<file path="config.mk">
export PLATFORM = sky130hd
export DESIGN_NAME = if_fetch_unit
export DESIGN_NICKNAME = d
export VERILOG_FILES = /design/src/rtl/if_fetch_unit.sv
export SDC_FILE = /design/constraint.sdc
export NUM_CORES = 1
export LEC_CHECK = 0
export CORE_MARGIN = 4
export CORE_UTILIZATION = 30
export CTS_BUF_LIST = sky130_fd_sc_hd__clkbuf_8
export CTS_CLUSTER_SIZE = 14
export DETAILED_ROUTE_END_ITERATION = 8
export GPL_TIMING_DRIVEN = 1
export PLACE_DENSITY_LB_ADDON = 0.08
export SLEW_MARGIN = 10
export SYNTH_ARGS = -nofsm -noshare
export SYNTH_HDL_FRONTEND = slang
export SYNTH_SLANG_ARGS = --single-unit
export TNS_END_PERCENT = 5
</file>
<file path="constraint.sdc">
create_clock -name clk -period 3.24 [get_ports clk]
set_input_delay 0.648 -clock clk [delete_from_list [all_inputs] [get_ports clk]]
set_output_delay 0.648 -clock clk [all_outputs]
set_load 0.01 [all_outputs]
</file>
<file path="src/rtl/if_fetch_unit.sv">
// rtl/if_fetch_unit.sv - instruction fetch PC register with redirect, delay-slot tracking and fetch fault (optional range check: IF_RANGE_CHECK_EN)
module if_fetch_unit #(
    parameter logic [31:0] RESET_PC   = 32'h0000_3000,
    parameter logic [31:0] HANDLER_PC = 32'h0000_4180,
    parameter logic [31:0] IM_LO      = 32'h0000_3000,
    parameter logic [31:0] IM_HI      = 32'h0000_6FFC
) (
    input  logic        clk,
    input  logic        reset,
    input  logic        enable,
    input  logic        req,
    input  logic        eret,
    input  logic [31:0] epc,
    input  logic        npc_sel,
    input  logic [31:0] npc,
    input  logic        id_is_branch,
    output logic [31:0] i_addr,
    input  logic [31:0] i_rdata,
    output logic [31:0] IF_PC,
    output logic [31:0] IF_instr,
    output logic [4:0]  IF_ExcCode,
    output logic        IF_BD,
    output logic [31:0] fetch_cnt
);

`ifdef IF_RANGE_CHECK_EN
    localparam logic RANGE_CHECK = 1'b1;
`else
    localparam logic RANGE_CHECK = 1'b0;
`endif

    localparam logic [4:0] EXC_ADEL = 5'd4;

    logic [31:0] pc_q;
    logic [31:0] pc_d;
    logic        bd_q;
    logic [31:0] cnt_q;
    logic        misaligned;
    logic        out_of_range;
    logic        fault;

    // Exception request wins over everything except reset, even while stalled.
    always_comb begin
        pc_d = pc_q;
        if (req) begin
            pc_d = HANDLER_PC;
        end else if (enable) begin
            if (eret) begin
                pc_d = epc;
            end else if (npc_sel) begin
                pc_d = npc;
            end else begin
                pc_d = pc_q + 32'd4;
            end
        end
    end

    always_ff @(posedge clk) begin
        if (reset) begin
            pc_q  <= RESET_PC;
            bd_q  <= 1'b0;
            cnt_q <= 32'd0;
        end else begin
            pc_q <= pc_d;
            if (req) begin
                bd_q <= 1'b0;
            end else if (enable) begin
                bd_q  <= id_is_branch & ~eret;
                cnt_q <= cnt_q + 32'd1;
            end
        end
    end

    assign misaligned   = (pc_q[1:0] != 2'b00);
    assign out_of_range = (pc_q < IM_LO) || (pc_q > IM_HI);
    assign fault        = misaligned | (RANGE_CHECK & out_of_range);

    assign i_addr     = pc_q;
    assign IF_PC      = pc_q;
    assign IF_BD      = bd_q;
    assign fetch_cnt  = cnt_q;
    assign IF_ExcCode = fault ? EXC_ADEL : 5'd0;
    assign IF_instr   = fault ? 32'h0 : i_rdata;

endmodule

</file>
Word level (Yosys, flattened, before mapping). Cells that the tools add are included.

Bitwise logic cells: 3. Reduce and logical (&&, ||, !) cells: 4. Mux-type cells: 6. Add/sub/neg operators: 2.

Operators by type and width (count): $mux W32 (3); $add A32 B1 Y32 const B (1); $add A32 B3 Y32 const B (1); $mux W15 (2); $reduce_bool A2 Y1 (2); $mux W3 (1); $not A1 Y1 (2); $reduce_and A2 Y1 (1); $reduce_or A2 Y1 (1); $and A1 B1 Y1 (1).

Bits in registers: 65. Bits of input ports: 103. Output and inout port bits: 134.

Logic depth before layout (Yosys ltp).
Depth in word-level cells: 5. Gate-level depth with buffers: 8.

Worst setup path before layout. OpenSTA, ideal clock, no wires.

Path kind: register to register. From: register pc_q[2], in the netlist IF_PC[2]. To: register pc_q[30], in the netlist IF_PC[30]. Cell stages (with the launch flop): 7. Buffers on the path: 1. Required time: 3.118 ns. Arrival time: 1.960 ns. Slack: 1.158 ns. Cell sequence: dfxtp_1 ha_1 and4_1 buf_4 nand2_2 or4_4 o311a_1.

Cells in the longest elaborated chain, start to end: 3.

Ends and longest elaborated chain: from (decl) (RTL line 34) `logic [31:0] pc_q;`; from (signal assigned) (RTL line 64) `pc_q <= pc_d;`; $add A32 B3 Y32 (RTL line 53) `pc_d = pc_q + 32'd4;`; $mux W32 (RTL line 50) `end else if (npc_sel) begin`; $mux W32 (RTL line 48) `if (eret) begin`.

No other way between the ends. A chain may end at the register's enable or synchronous reset.

==> metrics.csv <==
stage;metric;value;unit
floorplanning;fp.dieH;127.7;µm
clock_network;htreeDepth;3;
placed_design;placed_cell_area;0.006556;mm²
route;dr.pass1.iters;5;
job;max_cap_violations;0;
setup_path;cp.required;2.59;ns
pwr;pwr_density_cell;303.3;mW/mm²
sta;rsz0062_at_grt;no;
pwr;leakage;2.315;nW
global_routing;grtUsageTotal;20.13;%
route;viasPerCell;5.130;
synth;syn_avg_cell_area;7.718;µm²
placed_design;gp_congestion;0.8316;
route;vias;4786;
sta;fmax;404.7;MHz
global_routing;antenna_found_initial;0;
floorplanning;row_count;43;
clock_network;clock_latency;0.36;ns
synth;synth_edf_count;0;
sta;slew_violations;0;
floorplanning;die_w;127.7;µm
placed_design;dp_hpwl;13080;µm
global_routing;grt_max_degree;39;
finish;design_area;0.006753;mm²
sta;setup_tns;0;ns
run_status;status;finished clean;
setup_path;cp.arrival;1.82;ns
synth;yosys_warnings;0;
clock_network;cts_setup_buffers;0;
placed_design;port_buffers;232;
synth;synth_flop_cell;dfxtp_1;
route;wl;16990;µm
synth;yosysUniqueCellTypes;65;
finish;area_growth;57.07;%
floorplanning;pin_count;237;
sta;min_period;2.471;ns
clock_network;path_clk_slew;0.08;ns
setup_path;cp-start-kind;register;
floorplanning;initial_core_util;30.85;%
sta;fin_skew;0.01033;ns
route;ant_nets;0;
clock_network;cts_root_buf;clkbuf_8;
worst_hold_path;min_path_cells;2;
floorplanning;dieArea;0.01631;mm²
clock_network;cts_sinks;65;
synth;synth-async-reset-ratio;0;%
clock_network;cts_buffer_depth;2;
synth;syn_area;0.004299;mm²
setup_path;crit_path_end_kind;output pin;
route;drtIter0Drc;296;
finish;drive_above_1_share;6.906;%
route;drt_drc_violations_left;0;
setup_path;crit_fanout;33;
clock_network;cts_resized;0;
global_routing;grt-ovfl-total;0;
setup_path;ff2ff_path_depth;5;
worst_hold_path;min_path_type;register to register;
route;routedWlPerCell;18.20;µm
sta;hold_violations;0;
clock_network;cts_buffers;9;
sta;max_slew.worst_pin.slew;0.6024;ns
sta;slew_headroom;59.47;%
clock_network;holdBufCountCts;0;
global_routing;grt_pass1_vias;4676;
global_routing;grt_pass1_wl;26200;µm
finish;diodes;0;
pwr;peakVddDrop;0.0001498;V
synth;synth_sequential_area_ratio;30.27;%
floorplanning;core;0.01393;mm²
synth;synth_seq_cells;65;
clock_network;cts_tree;built;
sta;setup_viol;0;
synth;postSynthCellCount;557;
finish;final_net_count;853;
setup_path;crit_type;register to output pin;
finish;utilization;48.46;%
sta;fin_crit_sh;76.26;%
## flip-flops by register name (all words and copies together), names as in the netlist, named ones only
name and cells:
IF_BD 1, IF_PC 30, fetch_cnt 32
## routing by layer
metal	part of all wire, %	vias to the layer above	wire length (µm)	track usage, %
li1	-	2349	-	-
met1	42	2217	7188	25.88
met2	48	202	8098	32.77
met3	8.7	18	1483	5.958
met4	1.3	0	215	5.930
met5	0	-	0	0
## kinds of logic (layout without fill, tap and decap cells)
group	count (synthesis)	after routing	share of synthesized area (%)
AO/OA/AOI/OAI	126	126	19.44
XOR/XNOR	28	28	5.704
AND/OR/NAND/NOR	240	240	30.91
other	1	4	0.08723
flip-flops	65	65	30.27
buffers and inverters	88	281	11.35
adder cells (fa/ha/maj)	2	2	0.5820
multiplexers	7	7	1.659
## layout by cell type, fill, tap and decap left out, types with 16 or more instances in the layout
cell type / n
nor2_1: 52
buf_4: 18
dfxtp_1: 65
and2_1: 37
nand3_1: 22
a21oi_1: 28
nand4_1: 16
nand2_1: 41
xnor2_1: 21
o21ai_0: 34
clkdlybuf4s50_1: 231
## power breakdown
| part | switching, mW | internal (mW) |
|---|---|---|
| combinational | 0.199 | 0.292 |
| sequential | 0.0344 | 0.817 |
| clock | 0.335 | 0.371 |
## Yosys cell counts, types with 2 or more instances
cell type / number / share of area [%]
a311oi_1: 3 / 0.61
xnor2_1: 21 / 4.3
o21ai_0: 34 / 4.0
o41ai_1: 3 / 0.61
o221ai_1: 2 / 0.41
and2_1: 37 / 5.4
nor4_1: 9 / 1.3
nand4_2: 2 / 0.58
ha_1: 2 / 0.58
a22oi_1: 14 / 2.4
nand3_1: 22 / 2.6
and4_1: 8 / 1.6
a311o_1: 2 / 0.47
mux2i_1: 6 / 1.4
nor2_1: 52 / 4.5
clkbuf_1: 27 / 2.4
xor2_1: 7 / 1.4
o22ai_1: 4 / 0.58
buf_1: 3 / 0.26
inv_1: 13 / 1.1
buf_2: 3 / 0.35
o2bb2ai_1: 2 / 0.41
a32o_1: 3 / 0.70
nor3_1: 15 / 1.7
nor2b_1: 3 / 0.44
clkinv_1: 2 / 0.17
a21oi_1: 28 / 3.3
nor4_2: 6 / 1.7
a221o_1: 2 / 0.47
or3_1: 6 / 0.87
nand2b_1: 4 / 0.58
buf_4: 39 / 6.8
or4_1: 3 / 0.52
a31o_2: 3 / 0.61
a221oi_1: 2 / 0.41
a211oi_1: 3 / 0.52
and3_1: 7 / 1.0
or4_4: 2 / 0.52
o21a_1: 2 / 0.35
dfxtp_1: 65 / 30
a22o_1: 3 / 0.61
nand2_1: 41 / 3.6
nand4_1: 16 / 2.3
a31oi_1: 4 / 0.58
a211o_1: 2 / 0.41
## critical path: stages, from the launching register on
cell             delay, ns
dfxtp_1               0.35
nor2_1                0.11
buf_4                 0.26
and2_1                0.16
clkdlybuf4s50_1       0.57
## final cells by class
cell class                 instances  area (µm²)
timing repair buffer             250        2452
clock inverter                     6       58.81
fill                            1388        7182
inverter                          15       56.30
clock buffer                      10       137.6
tap                              180       225.2
multi-input combinational        407        2521
sequential                        65        1301
## through the flow
| step | hold WS, ns | setup WS (ns) | cells | total power [mW] |
|---|---|---|---|---|
| floorplan | 0.4858 | 1.158 | 560 | 1.070 |
| global placement | 0.4535 | 0.7266 | 917 | 1.361 |
| detailed placement | 0.4592 | 0.7127 | 917 | 1.363 |
| CTS | 0.4700 | 0.7366 | 933 | 2.076 |
| global route | 0.4998 | 0.6354 | 933 | 2.143 |
| finish | 0.4661 | 0.7693 | 933 | 2.048 |
## path summary, 6_finish.rpt
check	from	slack (ns)	end
hold reg to reg	IF_BD	0.47	IF_BD
setup reg to reg	IF_PC[2]	0.82	IF_PC[30]
setup / recovery	register	0.77	IF_instr[15]
hold / removal	IF_BD	0.47	IF_BD
Note: power is estimated with default switching activity, not from simulation.
==> variant (same settings) <==
Register the input `i_rdata` before use, with the module's reset. The logic sees it one clock later. The other inputs are not delayed to match.
--- a/src/rtl/if_fetch_unit.sv
+++ b/src/rtl/if_fetch_unit.sv
@@ -30,6 +30,16 @@
 `endif
 
     localparam logic [4:0] EXC_ADEL = 5'd4;
+
+    logic [31:0] i_rdata_q;
+
+    always_ff @(posedge clk) begin
+        if (reset) begin
+            i_rdata_q <= '0;
+        end else begin
+            i_rdata_q <= i_rdata;
+        end
+    end
 
     logic [31:0] pc_q;
     logic [31:0] pc_d;
@@ -80,7 +90,7 @@
     assign IF_BD      = bd_q;
     assign fetch_cnt  = cnt_q;
     assign IF_ExcCode = fault ? EXC_ADEL : 5'd0;
-    assign IF_instr   = fault ? 32'h0 : i_rdata;
+    assign IF_instr   = fault ? 32'h0 : i_rdata_q;
 
 endmodule
 
Behaviour: not the same (Yosys sat finds a counterexample within 4 cycles, from zero or initial values and one cycle with reset high).
==> variant against the unedited design <==
- clock skew about the same
- clock power increased by 11%
- largest power group unchanged
- worst setup slack improved by 8.9 ps
- critical endpoint is now IF_instr[1]
- power increased by 24%
- count of clock-buffer cells in the layout decreased by 1
- critical path type unchanged
- design area increased by 11%
- sequential cell count increased by 32
- critical path depth unchanged
- highest routed layer unchanged
- area after synthesis increased by 16%
- routed wire length increased by 5.0%
- fmax increased by 0.36%
- via count increased by 6.9%
==> variant: results (changes against the unedited design) <==
metric,value,unit,change
synth_cell_types,55,,-15%
synth.top_cells.by_count,"dfxtp_1 (97), nor2_1 (61), buf_4 (37), nand2_1 (37), nor2b_1 (34)",,
status,completed,,
leakage,0.00261,uW,+13%
skew,10.4,ps,+0.0208 ps
grt_pass1_wl,28.0,mm,+6.9%
fillers,1586,,+14%
cp_max_fo,15,,-55%
gp_congestion,0.814,,-2.2%
place_ws,486,ps,-227 ps
worst_pin_slew,845,ps,+242 ps
seq_area_frac_synth,38.8,%,+8.6 points
ys_dominant_reg_cell,dfxtp_1,,
vias,5118,,+6.9%
grt_use_met3,5.48,%,-0.48 points
cp_data_arrival_time,1810,ps,
nNetsFinal,902,,+5.7%
grt_use_total,19.0,%,-1.1 points
cts_max_level,3,,unchanged
drive_above_1_share,5.11,%,-1.8 points
hpwlAfterDp,13.2,mm,+1.1%
clk_latency,390,ps,+30 ps
synth_area_leaders,"dfxtp_1 (39%), buf_4 (5.6%), nor2_1 (4.6%)",,
drt_iter0_drc,276,,-6.8%
routed_wirelength,17.8,mm,+5.0%
grt_util_met2,30.7,%,-2.1 points
clk_pin_slew_worst_paths,110,ps,+30 ps
slowest_delay,570,ps,about the same
drt-pass1-iter-count,4,,-1
met1_usage,24.8,%,-1.1 points
## variant: where the power goes
part / switching, uW / internal [uW] / leakage (uW)
clock: 491 / 294 / 0.0000859
combinational: 204 / 289 / 0.00173
sequential: 39.8 / 1230 / 0.000795
total: 735 / 1810 / 0.00261
## variant: cell families (layout without fill, tap and decap cells)
family	after synthesis	in the layout	share of synthesized area, %
mux	6	6	1.20
compound gates	123	123	16.6
buf+inv	81	273	9.01
flops	97	97	38.8
other cells	1	4	0.0750
xor+xnor	30	30	5.25
simple gates	267	267	28.6
fa+ha+maj	2	2	0.500
## variant: through the flow
| stage | area, sq um | std cells | total power [uW] |
|---|---|---|---|
| 6_report | 7490 | 1018 | 2550 |
| 5_1_grt | 7490 | 1018 | 2690 |
| 4_1_cts | 7490 | 1018 | 2590 |
| 3_5_place_dp | 7310 | 1002 | 1800 |
| 3_3_place_gp | 7310 | 1002 | 1790 |
| 2_1_floorplan | 5010 | 610 | 1510 |
## variant: metal layers
metal,up-vias,share of wire (%)
li1,2500,-
met1,2402,44
met2,197,46
met3,19,8.6
met4,0,1.6
met5,-,0
## variant: final cells by class
type | instances | area share (%)
multi-input combinational | 432 | 35.0
timing repair buffer | 248 | 32.5
clock buffer | 9 | 1.65
sequential | 97 | 25.9
inverter | 9 | 0.451
tap | 216 | 3.61
clock inverter | 7 | 0.835
## variant: path summary, 6_finish.rpt
path                 end  slack, ps  cells past startpoint
min reg2reg        IF_BD        460                      2
max reg2reg    IF_PC[22]        970                      5
max          IF_instr[1]        780                      4
min                IF_BD        460                      2
## variant: worst max-delay path, delay by kind of cell, from the launching register on
kind / cells / cell delay (ps)
flip-flops: 1 / 360
buffers and inverters: 2 / 780
AND/OR/NAND/NOR: 2 / 280
